[src/rtl/decode_stage_p_if.sv]
// Decode-stage bus: fetch/control-side instruction inputs, writeback port,
// stall back-pressure and the registered EX-stage operand bundle.
interface decode_stage_p_if #(
    parameter int unsigned DATA_W = 16,
    parameter int unsigned CTRL_W = 24
);
    logic              in_valid;
    logic [15:0]       instr;
    logic [DATA_W-1:0] pc;
    logic [CTRL_W-1:0] ctrl_in;
    logic [1:0]        reg_dst;
    logic              reg_write;
    logic              mem_read;
    logic              use_rs;
    logic              use_rt;
    logic              ctrl_halt;
    logic [1:0]        imm_sel;
    logic              imm_sext;
    logic              wb_write;
    logic [2:0]        wb_reg;
    logic [DATA_W-1:0] wb_data;
    logic              flush;

    logic              stall;

    logic              ex_valid;
    logic              ex_reg_write;
    logic              ex_mem_read;
    logic              ex_halt;
    logic [DATA_W-1:0] ex_rd1;
    logic [DATA_W-1:0] ex_rd2;
    logic [DATA_W-1:0] ex_imm;
    logic [DATA_W-1:0] ex_pc;
    logic [CTRL_W-1:0] ex_ctrl;
    logic [2:0]        ex_rs;
    logic [2:0]        ex_rt;
    logic [2:0]        ex_wreg;

    modport master (
        output in_valid, instr, pc, ctrl_in, reg_dst, reg_write, mem_read,
               use_rs, use_rt, ctrl_halt, imm_sel, imm_sext,
               wb_write, wb_reg, wb_data, flush,
        input  stall,
               ex_valid, ex_reg_write, ex_mem_read, ex_halt,
               ex_rd1, ex_rd2, ex_imm, ex_pc, ex_ctrl, ex_rs, ex_rt, ex_wreg
    );

    modport slave (
        input  in_valid, instr, pc, ctrl_in, reg_dst, reg_write, mem_read,
               use_rs, use_rt, ctrl_halt, imm_sel, imm_sext,
               wb_write, wb_reg, wb_data, flush,
        output stall,
               ex_valid, ex_reg_write, ex_mem_read, ex_halt,
               ex_rd1, ex_rd2, ex_imm, ex_pc, ex_ctrl, ex_rs, ex_rt, ex_wreg
    );
endinterface

[src/rtl/decode_stage_p.sv]
// Decode stage: register file with write bypass, immediate generation,
// load-use hazard stall, sticky halt and the ID/EX pipeline register.
module decode_stage_p #(
    parameter int unsigned DATA_W = 16,
    parameter int unsigned CTRL_W = 24,
    parameter int unsigned CNT_W  = 16
) (
    input  logic             clk,
    input  logic             rst,
    decode_stage_p_if.slave  bus,
    output logic             halted,
    output logic [CNT_W-1:0] stall_cnt,
    output logic             err
);
    localparam int unsigned NREG  = 8;
    localparam int unsigned REG_W = 3;

    typedef enum logic [1:0] {
        ST_FIRST = 2'd0,
        ST_RUN   = 2'd1,
        ST_HALT  = 2'd2
    } state_t;

    typedef struct packed {
        logic              valid;
        logic              reg_write;
        logic              mem_read;
        logic              halt;
        logic [DATA_W-1:0] rd1;
        logic [DATA_W-1:0] rd2;
        logic [DATA_W-1:0] imm;
        logic [DATA_W-1:0] pc;
        logic [CTRL_W-1:0] ctrl;
        logic [REG_W-1:0]  rs;
        logic [REG_W-1:0]  rt;
        logic [REG_W-1:0]  wreg;
    } ex_t;

    state_t            state_q, state_d;
    ex_t               ex_q, ex_d;
    logic [DATA_W-1:0] rf [NREG];

    logic [REG_W-1:0]  rs, rt, wreg_c;
    logic [DATA_W-1:0] rd1_c, rd2_c, imm_c;
    logic              first_c, hazard_c, stall_c, accept_c;
    logic              unused_instr_hi;

    assign rs              = bus.instr[10:8];
    assign rt              = bus.instr[7:5];
    assign unused_instr_hi = ^bus.instr[15:11];

    // Register file; writes continue while halted.
    always_ff @(posedge clk) begin
        if (rst) begin
            for (int i = 0; i < int'(NREG); i++) begin
                rf[i] <= '0;
            end
        end else if (bus.wb_write) begin
            rf[bus.wb_reg] <= bus.wb_data;
        end
    end

    // Same-cycle writeback is forwarded so decode never sees a stale value.
    assign rd1_c = (bus.wb_write && (bus.wb_reg == rs)) ? bus.wb_data : rf[rs];
    assign rd2_c = (bus.wb_write && (bus.wb_reg == rt)) ? bus.wb_data : rf[rt];

    always_comb begin
        imm_c = '0;
        case (bus.imm_sel)
            2'b00:   imm_c = {{(DATA_W-11){bus.instr[10]}}, bus.instr[10:0]};
            2'b01:   imm_c = {{(DATA_W-5){bus.imm_sext & bus.instr[4]}}, bus.instr[4:0]};
            2'b10:   imm_c = {{(DATA_W-8){bus.instr[7]}}, bus.instr[7:0]};
            default: imm_c = '0;
        endcase
    end

    always_comb begin
        wreg_c = '0;
        case (bus.reg_dst)
            2'b00:   wreg_c = bus.instr[4:2];
            2'b01:   wreg_c = REG_W'(7);
            2'b10:   wreg_c = bus.instr[10:8];
            default: wreg_c = bus.instr[7:5];
        endcase
    end

    assign first_c  = (state_q == ST_FIRST);
    assign halted   = (state_q == ST_HALT);
    assign hazard_c = bus.in_valid & ex_q.valid & ex_q.mem_read & ex_q.reg_write &
                      ((bus.use_rs & (ex_q.wreg == rs)) | (bus.use_rt & (ex_q.wreg == rt)));
    assign stall_c  = hazard_c & ~bus.flush & ~halted;
    assign accept_c = bus.in_valid & ~bus.flush & ~stall_c & ~halted;
    assign err      = bus.in_valid & (bus.imm_sel == 2'b11) & ~halted;
    assign bus.stall = stall_c;

    always_ff @(posedge clk) begin
        if (rst) begin
            state_q <= ST_FIRST;
        end else begin
            state_q <= state_d;
        end
    end

    // Halt is ignored for the single cycle following reset.
    always_comb begin
        state_d = state_q;
        case (state_q)
            ST_FIRST: state_d = ST_RUN;
            ST_RUN:   if (accept_c && bus.ctrl_halt) state_d = ST_HALT;
            ST_HALT:  state_d = ST_HALT;
            default:  state_d = ST_FIRST;
        endcase
    end

    always_comb begin
        ex_d = '0;
        if (accept_c) begin
            ex_d.valid     = 1'b1;
            ex_d.reg_write = bus.reg_write;
            ex_d.mem_read  = bus.mem_read;
            ex_d.halt      = bus.ctrl_halt & ~first_c;
            ex_d.rd1       = rd1_c;
            ex_d.rd2       = rd2_c;
            ex_d.imm       = imm_c;
            ex_d.pc        = bus.pc;
            ex_d.ctrl      = bus.ctrl_in;
            ex_d.rs        = rs;
            ex_d.rt        = rt;
            ex_d.wreg      = wreg_c;
        end
    end

    always_ff @(posedge clk) begin
        if (rst) begin
            ex_q <= '0;
        end else begin
            ex_q <= ex_d;
        end
    end

    // Saturating stall counter.
    always_ff @(posedge clk) begin
        if (rst) begin
            stall_cnt <= '0;
        end else if (stall_c && (stall_cnt != '1)) begin
            stall_cnt <= stall_cnt + CNT_W'(1);
        end
    end

    assign bus.ex_valid     = ex_q.valid;
    assign bus.ex_reg_write = ex_q.reg_write;
    assign bus.ex_mem_read  = ex_q.mem_read;
    assign bus.ex_halt      = ex_q.halt;
    assign bus.ex_rd1       = ex_q.rd1;
    assign bus.ex_rd2       = ex_q.rd2;
    assign bus.ex_imm       = ex_q.imm;
    assign bus.ex_pc        = ex_q.pc;
    assign bus.ex_ctrl      = ex_q.ctrl;
    assign bus.ex_rs        = ex_q.rs;
    assign bus.ex_rt        = ex_q.rt;
    assign bus.ex_wreg      = ex_q.wreg;
endmodule

[src/flat_wrapper.sv]
// flat-port wrapper written by rule: the top's interface ports become plain ports
module decode_stage_p_flat 
#(
    parameter int unsigned DATA_W = 16,
    parameter int unsigned CTRL_W = 24,
    parameter int unsigned CNT_W  = 16
)
  (clk, rst, halted, stall_cnt, err, bus_in_valid, bus_instr, bus_pc, bus_ctrl_in, bus_reg_dst, bus_reg_write, bus_mem_read, bus_use_rs, bus_use_rt, bus_ctrl_halt, bus_imm_sel, bus_imm_sext, bus_wb_write, bus_wb_reg, bus_wb_data, bus_flush, bus_stall, bus_ex_valid, bus_ex_reg_write, bus_ex_mem_read, bus_ex_halt, bus_ex_rd1, bus_ex_rd2, bus_ex_imm, bus_ex_pc, bus_ex_ctrl, bus_ex_rs, bus_ex_rt, bus_ex_wreg);
  decode_stage_p_if #(.DATA_W(DATA_W), .CTRL_W(CTRL_W)) bus_i ();
  input  logic clk;
  input  logic rst;
  output logic halted;
  output logic [CNT_W-1:0] stall_cnt;
  output logic err;
  input wire logic [$bits(bus_i.in_valid)-1:0] bus_in_valid;
  input wire logic [$bits(bus_i.instr)-1:0] bus_instr;
  input wire logic [$bits(bus_i.pc)-1:0] bus_pc;
  input wire logic [$bits(bus_i.ctrl_in)-1:0] bus_ctrl_in;
  input wire logic [$bits(bus_i.reg_dst)-1:0] bus_reg_dst;
  input wire logic [$bits(bus_i.reg_write)-1:0] bus_reg_write;
  input wire logic [$bits(bus_i.mem_read)-1:0] bus_mem_read;
  input wire logic [$bits(bus_i.use_rs)-1:0] bus_use_rs;
  input wire logic [$bits(bus_i.use_rt)-1:0] bus_use_rt;
  input wire logic [$bits(bus_i.ctrl_halt)-1:0] bus_ctrl_halt;
  input wire logic [$bits(bus_i.imm_sel)-1:0] bus_imm_sel;
  input wire logic [$bits(bus_i.imm_sext)-1:0] bus_imm_sext;
  input wire logic [$bits(bus_i.wb_write)-1:0] bus_wb_write;
  input wire logic [$bits(bus_i.wb_reg)-1:0] bus_wb_reg;
  input wire logic [$bits(bus_i.wb_data)-1:0] bus_wb_data;
  input wire logic [$bits(bus_i.flush)-1:0] bus_flush;
  output wire logic [$bits(bus_i.stall)-1:0] bus_stall;
  output wire logic [$bits(bus_i.ex_valid)-1:0] bus_ex_valid;
  output wire logic [$bits(bus_i.ex_reg_write)-1:0] bus_ex_reg_write;
  output wire logic [$bits(bus_i.ex_mem_read)-1:0] bus_ex_mem_read;
  output wire logic [$bits(bus_i.ex_halt)-1:0] bus_ex_halt;
  output wire logic [$bits(bus_i.ex_rd1)-1:0] bus_ex_rd1;
  output wire logic [$bits(bus_i.ex_rd2)-1:0] bus_ex_rd2;
  output wire logic [$bits(bus_i.ex_imm)-1:0] bus_ex_imm;
  output wire logic [$bits(bus_i.ex_pc)-1:0] bus_ex_pc;
  output wire logic [$bits(bus_i.ex_ctrl)-1:0] bus_ex_ctrl;
  output wire logic [$bits(bus_i.ex_rs)-1:0] bus_ex_rs;
  output wire logic [$bits(bus_i.ex_rt)-1:0] bus_ex_rt;
  output wire logic [$bits(bus_i.ex_wreg)-1:0] bus_ex_wreg;
  assign bus_i.in_valid = bus_in_valid;
  assign bus_i.instr = bus_instr;
  assign bus_i.pc = bus_pc;
  assign bus_i.ctrl_in = bus_ctrl_in;
  assign bus_i.reg_dst = bus_reg_dst;
  assign bus_i.reg_write = bus_reg_write;
  assign bus_i.mem_read = bus_mem_read;
  assign bus_i.use_rs = bus_use_rs;
  assign bus_i.use_rt = bus_use_rt;
  assign bus_i.ctrl_halt = bus_ctrl_halt;
  assign bus_i.imm_sel = bus_imm_sel;
  assign bus_i.imm_sext = bus_imm_sext;
  assign bus_i.wb_write = bus_wb_write;
  assign bus_i.wb_reg = bus_wb_reg;
  assign bus_i.wb_data = bus_wb_data;
  assign bus_i.flush = bus_flush;
  assign bus_stall = bus_i.stall;
  assign bus_ex_valid = bus_i.ex_valid;
  assign bus_ex_reg_write = bus_i.ex_reg_write;
  assign bus_ex_mem_read = bus_i.ex_mem_read;
  assign bus_ex_halt = bus_i.ex_halt;
  assign bus_ex_rd1 = bus_i.ex_rd1;
  assign bus_ex_rd2 = bus_i.ex_rd2;
  assign bus_ex_imm = bus_i.ex_imm;
  assign bus_ex_pc = bus_i.ex_pc;
  assign bus_ex_ctrl = bus_i.ex_ctrl;
  assign bus_ex_rs = bus_i.ex_rs;
  assign bus_ex_rt = bus_i.ex_rt;
  assign bus_ex_wreg = bus_i.ex_wreg;
  decode_stage_p #(.DATA_W(DATA_W), .CTRL_W(CTRL_W), .CNT_W(CNT_W)) u_core (.clk(clk), .rst(rst), .bus(bus_i), .halted(halted), .stall_cnt(stall_cnt), .err(err));
endmodule
[config.mk]
export PLATFORM = sky130hd
export DESIGN_NAME = decode_stage_p_flat
export DESIGN_NICKNAME = d
export VERILOG_FILES = /design/src/rtl/decode_stage_p_if.sv /design/src/rtl/decode_stage_p.sv /design/src/flat_wrapper.sv
export SDC_FILE = /design/constraint.sdc
export NUM_CORES = 1
export LEC_CHECK = 0
export BUFFER_PORTS_ARGS = -buffer_cell sky130_fd_sc_hd__buf_2
export CAP_MARGIN = 20
export CORE_AREA = 2 2 114 199
export DETAILED_ROUTE_END_ITERATION = 12
export DIE_AREA = 0 0 116 201
export HOLD_SLACK_MARGIN = 0.06
export PLACE_DENSITY = 0.73
export SLEW_MARGIN = 0
export SYNTH_ARGS = -nofsm -noshare
export SYNTH_HDL_FRONTEND = slang
export SYNTH_SLANG_ARGS = --single-unit
[constraint.sdc]
create_clock -name clk -period 3.21 [get_ports clk]
set_clock_uncertainty 0.15 [all_clocks]
set_input_delay 0.8025 -clock clk [delete_from_list [all_inputs] [get_ports clk]]
set_output_delay 0.8025 -clock clk [all_outputs]
set_load 0.1 [all_outputs]
==> run_results.csv <==
group,metric,value,unit
outcome,outcome,"completed",
routing,vias,7023,
clock_network,cts_root_buffer,"clkbuf_16",
floorplan,core_area,0.02180,mm²
setup_path,worstPathRequired,2260,ps
setup_path,timing.critical_path.to,"bus_stall",
setup_path,ff2ff_path_depth,7,
setup_path,crit-reg2reg-launch,"u_core.state_q[0]",
pwr,p_total,7.231,mW
synth,synth_async_sr_flop_share,0,
layout,final_util,0.5865,
routing,avgRoutedWirePerCell,20.17,µm
synth,syn-mean-instance-area,13.32,µm²
synth,top_flip_flop_cell_by_instance_count_after_synthesis,"edfxtp_1",
synth,syn_inst,805,
synth,synth.top_cells.by_area,"edfxtp_1 36%, dfxtp_1 21%, mux4_2 13%, and2_1 10%, mux2i_1 3.5%",
floorplan,floorplan.die.width,116,µm
pwr,power_per_cell_area,565.6,mW/mm²
sta,fin_crit,3152,ps
routing,dr.pass1.iters,6,
hold_path,min_path_type,"primary input to register",
pwr,cellLeakagePower,5.230,nW
synth,synth_area_leader_cell,"edfxtp_1",
setup_path,worst-r2r-setup-slack,560,ps
placement,portBuffers,204,
setup_path,arrival,2200,ps
clock_network,clock_insertion_delay_at_the_later_pin_of_the_skew_report,530,ps
run,timing.max_cap.violations,0,
sta,timing.slew.headroom,0.4901,
floorplan,die_h,201,µm
placement,gp_routability_congestion,0.8398,
clock_network,cts_tree,"done",
global_routing,grt.total_usage,0.2282,
global_routing,antenna_found_initial,3,
sta,totalNegativeSetupSlack,0,ps
routing,antenna_violating_nets_left,0,
clock_network,cts-htree-levels,1,
synth,synth-warning-count,0,
sta,worstMarginPinSlew,764.9,ps
setup_path,timing.critical_path.to_type,"output pin",
clock_network,ctsLongestPathBuffers,3,
layout,final_nets,1091,
placement,dpl_cell_area,0.01207,mm²
floorplan,cell_row_count,72,
routing,detailedRoute.firstIterationViolations,461,
layout,syn_to_final_growth,19.28,%
layout,share_of_final_layout_standard_cells_stronger_than_drive_strength_1,0.3508,
routing,detail_route.drc_violations,0,
sta,final_min_period_over_clock_period,0.9819,
sta,finalSetupViolations,0,
synth,synth_edf_count,128,
layout,finalInstanceArea,0.01279,mm²
setup_path,critPathLaunch,"u_core.state_q[0]",
layout,finish.cell_count_without_fillers,1310,
pwr,vdd_ir_drop_max,389.1,µV
placement,post-place-cells,1269,
floorplan,ioPinCount,210,
clock_network,tritoncts_num_sinks,242,
sta,grt_setup_unrepaired,"false",
placement,hpwlAfterDp,17.14,mm
layout,fillers,1807,
synth,yosysUniqueCellTypes,42,
clock_network,cts_setup_buffers,0,
routing,vias_per_instance,5.361,
clock_network,clkTransAtPathRegs,60,ps
sta,hold_violations,0,
global_routing,grt_start_max_net_pins,55,
synth,mappedNetlistNets,899,
synth,post-synth-top-count-cell,"and2_1",
synth,synth_commonest_cells,"177 x and2_1, 128 x edfxtp_1, 114 x dfxtp_1",
routing,routed_wirelength,26.43,mm
global_routing,grt_pass1_wl,39.88,mm
global_routing,globalRouteOverflowTotal,0,
synth,share_of_the_synthesized_area_in_the_top_cell_type,0.3586,
clock_network,cts_made_buffers,22,
setup_path,critPathKind,"register to output pin",
floorplan,initial_core_util,0.4917,
sta,clock.fmax,0.3173,GHz
setup_path,r2r-end,"u_core.stall_cnt[5]",
setup_path,worstSetupStartpointType,"register",
global_routing,grt_pass1_vias,7294,
floorplan,die_area,0.02332,mm²
setup_path,path_max_fanout,3,
synth,mappedNetlistArea,0.01072,mm²
synth,synth-seq-cells,242,
sta,timing_max_transition_violations_final,0,
synth,ys_seq_area_frac,0.5715,
-- state kept, by name (all words and copies together), names as in the netlist, 2 cells and up --
register	count
u_core.state_q	2
u_core.bus.ex_ctrl	24
u_core.bus.ex_wreg	3
u_core.bus.ex_rd1	16
u_core.bus.ex_rt	3
u_core.bus.ex_imm	11
u_core.bus.ex_rs	3
u_core.bus.ex_pc	16
u_core.rf	128
u_core.stall_cnt	16
u_core.bus.ex_rd2	16
-- critical path, stage by stage, from the launching register on --
cell     delay [ps]
dfxtp_2         350
inv_1            60
ha_2            210
or3b_4          420
or2_4           280
a21oi_4         160
buf_12          190
-- metal layers --
| layer | global-route usage | wire length (µm) | vias up |
|---|---|---|---|
| li1 | - | - | 3305 |
| met1 | 0.2614 | 9546 | 3423 |
| met2 | 0.4225 | 14370 | 242 |
| met3 | 0.03261 | 1713 | 51 |
| met4 | 0.08248 | 788 | 2 |
| met5 | 0 | 7 | - |
-- cells by family (layout without fill, tap and decap cells) --
family | Yosys count | in the layout | share of synthesized area
and+or+nand+nor | 309 | 309 | 0.1680
DFF | 242 | 242 | 0.5715
other | 0 | 2 | 0
buffers and inverters | 64 | 271 | 0.02661
muxes | 108 | 108 | 0.1766
adders and majority gates | 4 | 4 | 0.004669
AOI/OAI and AO/OA | 65 | 65 | 0.04202
xor gates and xnor gates | 13 | 13 | 0.01062
-- placed cells by master, fill, tap and decap left out, types with 2 or more instances in the layout --
cell type / Yosys / final
nand2_1: 5 / 5
dfxtp_1: 114 / 113
nor2_1: 53 / 53
clkbuf_16: 0 / 23
a211oi_1: 35 / 35
mux2i_1: 38 / 38
ha_1: 4 / 3
o21ai_0: 4 / 4
and3_1: 6 / 6
diode_2: 0 / 2
or2_2: 9 / 9
a31o_2: 4 / 4
xnor2_1: 13 / 13
clkbuf_8: 0 / 2
clkbuf_1: 36 / 6
mux4_2: 64 / 64
mux2_2: 5 / 5
buf_2: 12 / 203
and4_1: 3 / 3
nor3_1: 8 / 8
nand3_1: 5 / 5
nand4_1: 9 / 9
a21oi_1: 16 / 15
clkinv_2: 0 / 3
or3_2: 4 / 4
nand2b_1: 16 / 16
nor2b_1: 6 / 6
a21o_1: 3 / 3
edfxtp_1: 128 / 128
buf_12: 0 / 3
inv_1: 5 / 5
and2_1: 177 / 177
buf_4: 8 / 20
-- how the worst min path moves through the flow --
| stage | endpoint | slack (ps) | from | depth (start not counted) |
|---|---|---|---|---|
| floorplan | u_core.state_q[0] | 320 | u_core.state_q[0] | 2 |
| global placement | u_core.state_q[1] | 340 | u_core.state_q[1] | 2 |
| detailed placement | u_core.state_q[1] | 350 | u_core.state_q[1] | 2 |
| CTS | u_core.bus.ex_ctrl[18] | 300 | bus_ctrl_in[18] | 2 |
| global route | u_core.bus.ex_ctrl[14] | 310 | bus_ctrl_in[14] | 2 |
| finish | u_core.bus.ex_ctrl[6] | 320 | bus_ctrl_in[6] | 2 |
-- metrics by stage --
stage	hold WS, ps	setup slack [ps]
3_3_place_gp	336.2	270.9
3_5_place_dp	347.1	266.3
2_1_floorplan	319.6	120.7
4_1_cts	304.7	39.83
6_report	323.6	58.00
5_1_grt	309.1	1.667
-- power by group --
part | leakage, nW | total (mW) | switching, mW | internal [mW]
Combinational | 2.73 | 1.15 | 0.802 | 0.349
Clock | 0.344 | 2.58 | 1.12 | 1.46
Sequential | 2.15 | 3.50 | 0.0708 | 3.43
-- final cells by class --
cell class	instances	area [µm²]	share of cell area
clock inverters	7	72.57	0.005676
inverters	6	22.52	0.001761
well taps	296	370.4	0.02897
repair buffers	226	1226	0.09590
multi-input cells	499	4329	0.3386
diodes	2	5.005	0.0003914
clock buffers	32	633.1	0.04952
flip-flops and latches	242	6127	0.4792
-- what timing repair did --
action,in CTS,in global routing
setup endpoints to repair,1,0
endpoints found under the hold margin,0,0
gates resized for setup,2,0
hold buffers,0,0
(Power assumes the default switching activity.)
